<file path="src/rtl/mac_result_fifo.sv">
// ---------------------------------------------------------------------------
// MacResultFifo : post-processing and buffering of MAC accumulator results.
//
// Each valid 11-bit signed MAC result optionally passes through ReLU, is then
// saturated to 8-bit signed and pushed into a 4-entry first-word-fall-through
// FIFO. A sticky overflow flag records dropped results and a running peak
// tracks the maximum accepted value since reset or the last clear.
//
// Ports
//   clk         in   1   clock, rising edge
//   reset       in   1   asynchronous active-high reset
//   mac_in      in  11   signed MAC result
//   mac_valid   in   1   mac_in valid (one pulse per result)
//   relu_en     in   1   force negative results to zero
//   clear       in   1   synchronous clear of overflow and peak
//   out_data    out  8   signed head-of-FIFO value (0 when empty)
//   out_valid   out  1   FIFO non-empty
//   out_ready   in   1   consumer accepts head entry
//   fifo_count  out  3   occupancy 0..4
//   overflow    out  1   sticky: a result was dropped because FIFO was full
//   peak        out  8   signed maximum of accepted results
// ---------------------------------------------------------------------------
module mac_result_fifo (
    input  logic        clk,
    input  logic        reset,
    input  logic [10:0] mac_in,
    input  logic        mac_valid,
    input  logic        relu_en,
    input  logic        clear,
    output logic [7:0]  out_data,
    output logic        out_valid,
    input  logic        out_ready,
    output logic [2:0]  fifo_count,
    output logic        overflow,
    output logic [7:0]  peak
);

    localparam logic [2:0] DEPTH = 3'd4;

    logic        [7:0] mem_q [0:3];
    logic        [1:0] rdPtr_q, rdPtr_d;
    logic        [1:0] wrPtr_q, wrPtr_d;
    logic        [2:0] count_q, count_d;
    logic              overflow_q, overflow_d;
    logic signed [7:0] peak_q, peak_d;

    logic signed [10:0] macSigned;
    logic signed [10:0] reluVal;
    logic signed [7:0]  satVal;
    logic               popEn;
    logic               pushEn;
    logic               dropEn;

    // ReLU followed by saturation of the 11-bit result into 8-bit signed.
    always_comb begin
        macSigned = mac_in;
        reluVal   = (relu_en && macSigned[10]) ? 11'sd0 : macSigned;
        if (reluVal > 11'sd127) begin
            satVal = 8'sd127;
        end else if (reluVal < -11'sd128) begin
            satVal = -8'sd128;
        end else begin
            satVal = reluVal[7:0];
        end
    end

    // A pop frees a slot in the same edge, so a full FIFO can still take a
    // push when the consumer is draining; only a push with no room is dropped.
    always_comb begin
        popEn  = (count_q != 3'd0) && out_ready;
        pushEn = mac_valid && ((count_q != DEPTH) || popEn);
        dropEn = mac_valid && (count_q == DEPTH) && !popEn;
    end

    // Next-state for pointers, occupancy, overflow and peak.
    always_comb begin
        rdPtr_d    = popEn  ? rdPtr_q + 2'd1 : rdPtr_q;
        wrPtr_d    = pushEn ? wrPtr_q + 2'd1 : wrPtr_q;
        count_d    = count_q + {2'b00, pushEn} - {2'b00, popEn};

        // A drop in the same cycle as clear wins, so no drop goes unreported.
        overflow_d = overflow_q;
        if (dropEn) begin
            overflow_d = 1'b1;
        end else if (clear) begin
            overflow_d = 1'b0;
        end

        // Clear restarts the maximum search; a push in that cycle seeds it.
        peak_d = peak_q;
        if (clear) begin
            peak_d = pushEn ? satVal : -8'sd128;
        end else if (pushEn && (satVal > peak_q)) begin
            peak_d = satVal;
        end
    end

    // Control state with asynchronous reset.
    always_ff @(posedge clk or posedge reset) begin
        if (reset) begin
            rdPtr_q    <= 2'd0;
            wrPtr_q    <= 2'd0;
            count_q    <= 3'd0;
            overflow_q <= 1'b0;
            peak_q     <= -8'sd128;
        end else begin
            rdPtr_q    <= rdPtr_d;
            wrPtr_q    <= wrPtr_d;
            count_q    <= count_d;
            overflow_q <= overflow_d;
            peak_q     <= peak_d;
        end
    end

    // Storage needs no reset: entries are only visible while count is non-zero.
    always_ff @(posedge clk) begin
        if (!reset && pushEn) begin
            mem_q[wrPtr_q] <= satVal;
        end
    end

    assign out_valid  = (count_q != 3'd0);
    assign out_data   = out_valid ? mem_q[rdPtr_q] : 8'd0;
    assign fifo_count = count_q;
    assign overflow   = overflow_q;
    assign peak       = peak_q;

endmodule

</file>
<file path="config.mk">
export PLATFORM = sky130hd
export DESIGN_NAME = mac_result_fifo
export DESIGN_NICKNAME = d
export VERILOG_FILES = /design/src/rtl/mac_result_fifo.sv
export SDC_FILE = /design/constraint.sdc
export NUM_CORES = 1
export LEC_CHECK = 0
export ABC_AREA = 1
export BUFFER_PORTS_ARGS = -buffer_cell sky130_fd_sc_hd__buf_2
export CORE_UTILIZATION = 50
export CTS_BUF_LIST = sky130_fd_sc_hd__clkbuf_16
export CTS_CLUSTER_SIZE = 10
export DETAILED_ROUTE_END_ITERATION = 7
export PLACE_DENSITY = 0.83
export SYNTH_ARGS = -nofsm -noshare
export SYNTH_HDL_FRONTEND = slang
export SYNTH_SLANG_ARGS = --single-unit
</file>
<file path="constraint.sdc">
create_clock -name clk -period 2.5 [get_ports clk]
set_input_delay 0.125 -clock clk [delete_from_list [all_inputs] [get_ports clk]]
set_output_delay 0.125 -clock clk [all_outputs]
set_load 0.03 [all_outputs]
</file>
Word-level counts from Yosys, hierarchy flattened

Memories as Yosys holds them, arrays and structs flattened.
Cells that the tools add are included.
Widths: inputs -> output; s select.

Memories: 1
Bits in writable memories: 32
Bits of input ports: 17
Logic and storage cells: 39
Bits in registers: 16
Output and inout port bits: 21

Memories:

| name  | words | width | rd ports | clocked after Yosys merged registers in | wr ports | line | text |
|---|---|---|---|---|---|---|---|
| mem_q | 4     | 8     | 1        | 0                                       | 1        | 40   | `logic [7:0] mem_q [0:3];` |

Reductions and logical operators: 13
Multiplexer cells: 11
Order comparisons: 3
Eq/ne operators: 2
Add/sub/neg operators: 4

Operator list:

| operator            | count |
|---|---|
| $mux 8              | 6 |
| $gt 11x8->1 const B | 1 |
| $lt 11x8->1 const B | 1 |
| $mux 11             | 1 |
| $gt 8x8->1          | 1 |
| $logic_and 1x1->1   | 7 |
| $add 2x1->2 const B | 2 |
| $mux 1              | 4 |
| $reduce_bool 2->1   | 2 |
| $add 3x1->3         | 1 |
| $eq 3x3->1 const B  | 1 |
| $ne 3x3->1 const B  | 1 |
| $reduce_bool 3->1   | 1 |
| $sub 3x1->3         | 1 |
| $logic_not 1->1     | 2 |
| $logic_or 1x1->1    | 1 |

Depth between registers and ports, before layout

Depth after elaboration: 9
Gate-level depth with buffers: 19
Mapped depth without buffers: 19

Worst setup path after synthesis

OpenSTA, ideal clock, no wires.

Kind: flip-flop to flip-flop
Start point: reg count_q[1], in the netlist fifo_count[1]
End point: reg count_q[2], in the netlist fifo_count[2]
Setup slack: 0.345 ns
Buffers on the path: 0
Setup time: 0.123 ns
Data required time: 2.377 ns
Cell stages (with the launch flop): 9
Clock period less this slack: 2.155 ns
Arrival time: 2.032 ns
Cell sequence: dfrtp_1 > nor3_4 > nor2_1 > ha_1 > inv_1 > ha_1 > inv_1 > fa_1 > xnor2_1

Longest elaborated chain between the ends: 6
Elaborated cells between the ends (all ways): 7
Those cells by class: add/sub (2); eq/ne (1); reduce/logical (4)

RTL lines:

| element                | line | text |
|---|---|---|
| from (decl)            | 43   | `logic [2:0] count_q, count_d;` |
| from (signal assigned) | 109  | `count_q <= count_d;` |
| $reduce_bool 3->1 (*)  | 70   | `popEn = (count_q != 3'd0) && out_ready;` |
| $logic_and 1x1->1 (*)  | 70   |  |
| net popEn              | 50   | `logic popEn;` |
| $logic_or 1x1->1       | 71   | `pushEn = mac_valid && ((count_q != DEPTH) \|\| popEn);` |
| $logic_and 1x1->1      | 71   |  |
| $add 3x1->3            | 79   | `count_d = count_q + {2'b00, pushEn} - {2'b00, popEn};` |
| $sub 3x1->3 (*)        | 79   |  |
| net count_d[2]         | 43   |  |

The timed path passes the listed nets; every way through them passes the cells marked *.
A chain may end at the register's enable or synchronous reset.

Worst setup path after layout

Start point: reg rdPtr_q[1]
End point: out out_data[5]

Longest elaborated chain between the ends: 2

RTL lines:

| element                | line | text |
|---|---|---|
| from (decl)            | 41   | `logic [1:0] rdPtr_q, rdPtr_d;` |
| from (signal assigned) | 107  | `rdPtr_q <= rdPtr_d;` |
| $mem_v2 4x8            | n/a  |  |
| $mux 8                 | 123  | `assign out_data = out_valid ? mem_q[rdPtr_q] : 8'd0;` |
| to (decl)              | 30   | `output logic [7:0] out_data,` |

Every way passes these cells.

==> qor.txt <==
Worst R2R Setup Slack: 0.53 ns
CTS max path bufs: 2
CTS tree: yes
Core ar.: 4500 sq um
Slew @ Worst Pin: 0.646 ns
Routed wire length: 5.11 mm
Fraction of layout cells with a size suffix above 1: 20.9%
DR vias: 1,857
Fmax: 492 MHz
Syn nets: 286
Synthesized area: 2430 sq um
Final nets: 337
Most common cell in the synthesized netlist: nand2_1
Largest net degree at the start of global routing: 20
Commonest cells post-synth: nand2_1 (48), nor2_1 (42), inv_1 (34), edfxtp_1 (32), o21ai_0 (19)
Starting DRT DRC Count: 122
CP Cell Sequence: clkinv_1, nor2_1, o21ai_0, a21oi_1, buf_2
R2R Path End: fifo_count[2]
Final Cycle Share: 81.3%
Pwr Density: 1130 nW/um^2
# DRC: 0
DP Wirelength: 3.75 mm
Synth top area cells: edfxtp_1 (40%), dfrtp_1 (15%), nand2_1 (7.4%)
Type of origin of the critical path: flip-flop
GR Util All Layers: 21.8%
Synth warn: 0
CP Capture Point: out_data[5]
Max stage delay on crit path: 0.55 ns
Worst VDD drop: 0.540 mV
Final cell utilization of the core: 64.0%
Pins over their slew limit: 0
Global placement routability congestion: 0.832
Diode count: 0
Area delta synth->final: 18.8%
Lkg Pwr: 1.37 nW
CTS root buf: clkbuf_16
Pre-Repair DR Iteration Count: 4
Worst Setup SP: rdPtr_q[1]
WP data arrival: 1.91 ns
Final hold violation count: 0
Clock power frac: 19.0%
Antenna violation net count after detailed routing: 0
First-pass GRT wire length: 8.18 mm
Rows: 24
Seq/Total Area, Yosys: 56.1%
Num Clock Sinks: 48
Drt via density: 5.19
Post-synthesis instance total: 254
Status: complete, no violations
Crit path buf inv count: 2
Flip-flop and latch count after synthesis: 48
Vert. Die Dim: 71.7 um
Setup violators final: 0
Worst Hold Class: input port to flip-flop
Hold path startpoint: mac_valid
Commonest register cell after synthesis: edfxtp_1
Synth area leader: edfxtp_1
Die width: 71.7 um
Critical-path maximum fanout: 9
Yosys cell types: 25
Critical path class: flip-flop to output port
Slowest-stage cell, CP: dfrtp_1
Critical R2R Launch: fifo_count[1]
GRT overflow: 0
I/O Pins: 38
Setup crit end kind: output port
H-tree depth: 2
Sw Ratio: 43.3%
Avg Inst Size Synth: 9.56 sq um
Port Buffers: 37
Reg clk slew, reported paths: 0.06 ns
Worst reg2reg path depth: 9
Worst rel slew slack: 56.9%
Gate power share: 44.0%
Clk Latency, worst-skew pair: 0.29 ns
Initial antenna violation count: 0
CTS Buf Count: 5
Critical Path Stages: 5
Avg WL per Cell: 14.3 um
Net Switching: 1.41 mW
CP required: 2.38 ns
Initial Utilization: 53.9%
TNS Setup: 0 ns
Post-synth ARST share: 33.3%
P_int: 1.85 mW
CP delay by family, top: buffers and inverters
Die area: 5140 sq um
Reg power frac: 37.0%
Final min period: 2.03 ns
Number of synthesized flops with an enable pin: 32
Fin Clk Skew: 0.00807 ns
RSZ-0062 raised after global routing: no
Vias in the first global route: 1,709
MaxCap Viol Count: 0
Area share of the leading cell type in the synthesized netlist: 39.6%
-- flip-flops by register name, summed over array words and instances, names as in the netlist --
name,flops
fifo_count,3
mem_q,32
overflow,1
peak,8
rdPtr_q,2
wrPtr_q,2
-- power by group through the flow --
stage / registers, mW / clock network, mW / logic, mW
after global routing: 1.23 / 0.659 / 1.58
after detailed placement: 1.22 / 0 / 1.43
after floorplan: 1.26 / 0 / 0.980
final: 1.21 / 0.620 / 1.44
after global placement: 1.21 / 0 / 1.39
after CTS: 1.21 / 0.631 / 1.45
-- cells by family after synthesis --
family | count (synthesis) | synth area share [%]
adder cells (fa/ha/maj) | 15 | 8.04
XOR/XNOR | 5 | 1.80
flip-flops | 48 | 56.1
buffers and inverters | 41 | 6.49
AO/OA/AOI/OAI | 32 | 7.16
AND/OR/NAND/NOR | 113 | 20.4
-- area by class of cell --
| cell class | instances | area [sq um] |
|---|---|---|
| Clock buffer | 5 | 125 |
| Clock inverter | 3 | 13.8 |
| Fill cell | 363 | 1620 |
| Inverter | 37 | 139 |
| Multi-Input combinational cell | 165 | 908 |
| Sequential cell | 48 | 1360 |
| Tap cell | 52 | 65.1 |
| Timing Repair Buffer | 48 | 270 |
-- tightest hold or removal path: cells and delay by family --
family,cells,cell delay [ns]
buffers and inverters,2,0.17
AO/OA/AOI/OAI,1,0.08
-- layout by cell type, fill, tap and decap left out, drive strengths merged --
| cell | synthesis | final |
|---|---|---|
| a21o | 1 | 1 |
| a21oi | 11 | 11 |
| buf | 3 | 47 |
| clkbuf | 1 | 5 |
| clkinv | 2 | 4 |
| clkinvlp | 0 | 1 |
| dfrtp | 15 | 15 |
| dfstp | 1 | 1 |
| dlygate4sd3 | 0 | 1 |
| edfxtp | 32 | 32 |
| fa | 1 | 1 |
| ha | 14 | 14 |
| inv | 35 | 35 |
| nand2 | 50 | 50 |
| nand3 | 19 | 19 |
| nor2 | 43 | 43 |
| nor3 | 1 | 1 |
| o21ai | 19 | 19 |
| o31ai | 1 | 1 |
| xnor2 | 2 | 2 |
| xor2 | 3 | 3 |
-- worst min-delay path by stage --
stage               endpoint  cells past startpoint  slack (ns)
3_5_place_dp         peak[1]                      3        0.14
6_report            overflow                      3        0.14
2_1_floorplan  fifo_count[0]                      1        0.05
4_1_cts             overflow                      3        0.14
3_3_place_gp         peak[0]                      3        0.14
5_1_grt             overflow                      3        0.17
-- metrics by stage --
step	instances	hold slack, ns	cell area (sq um)	power [mW]	setup slack [ns]
6_report	358	0.144	2880	3.27	0.468
5_1_grt	358	0.166	2880	3.47	0.238
4_1_cts	358	0.139	2880	3.28	0.474
3_5_place_dp	349	0.141	2740	2.66	0.233
3_3_place_gp	349	0.139	2740	2.60	0.323
2_1_floorplan	254	0.0462	2430	2.24	0.345
-- routing by layer --
layer,vias to the layer above,GRT usage [%],wire [um]
met5,-,0,0
met4,0,9.80,41
met3,6,5.20,300
met2,58,37.0,2640
met1,864,26.5,2130
li1,929,-,-
-- timing repair --
action                    CTS  global route
buffers inserted            0             0
resized for setup           0             0
hold buffers                1             0
hold endpoints to repair   15             0
Power figures use the tool's default switching activity.
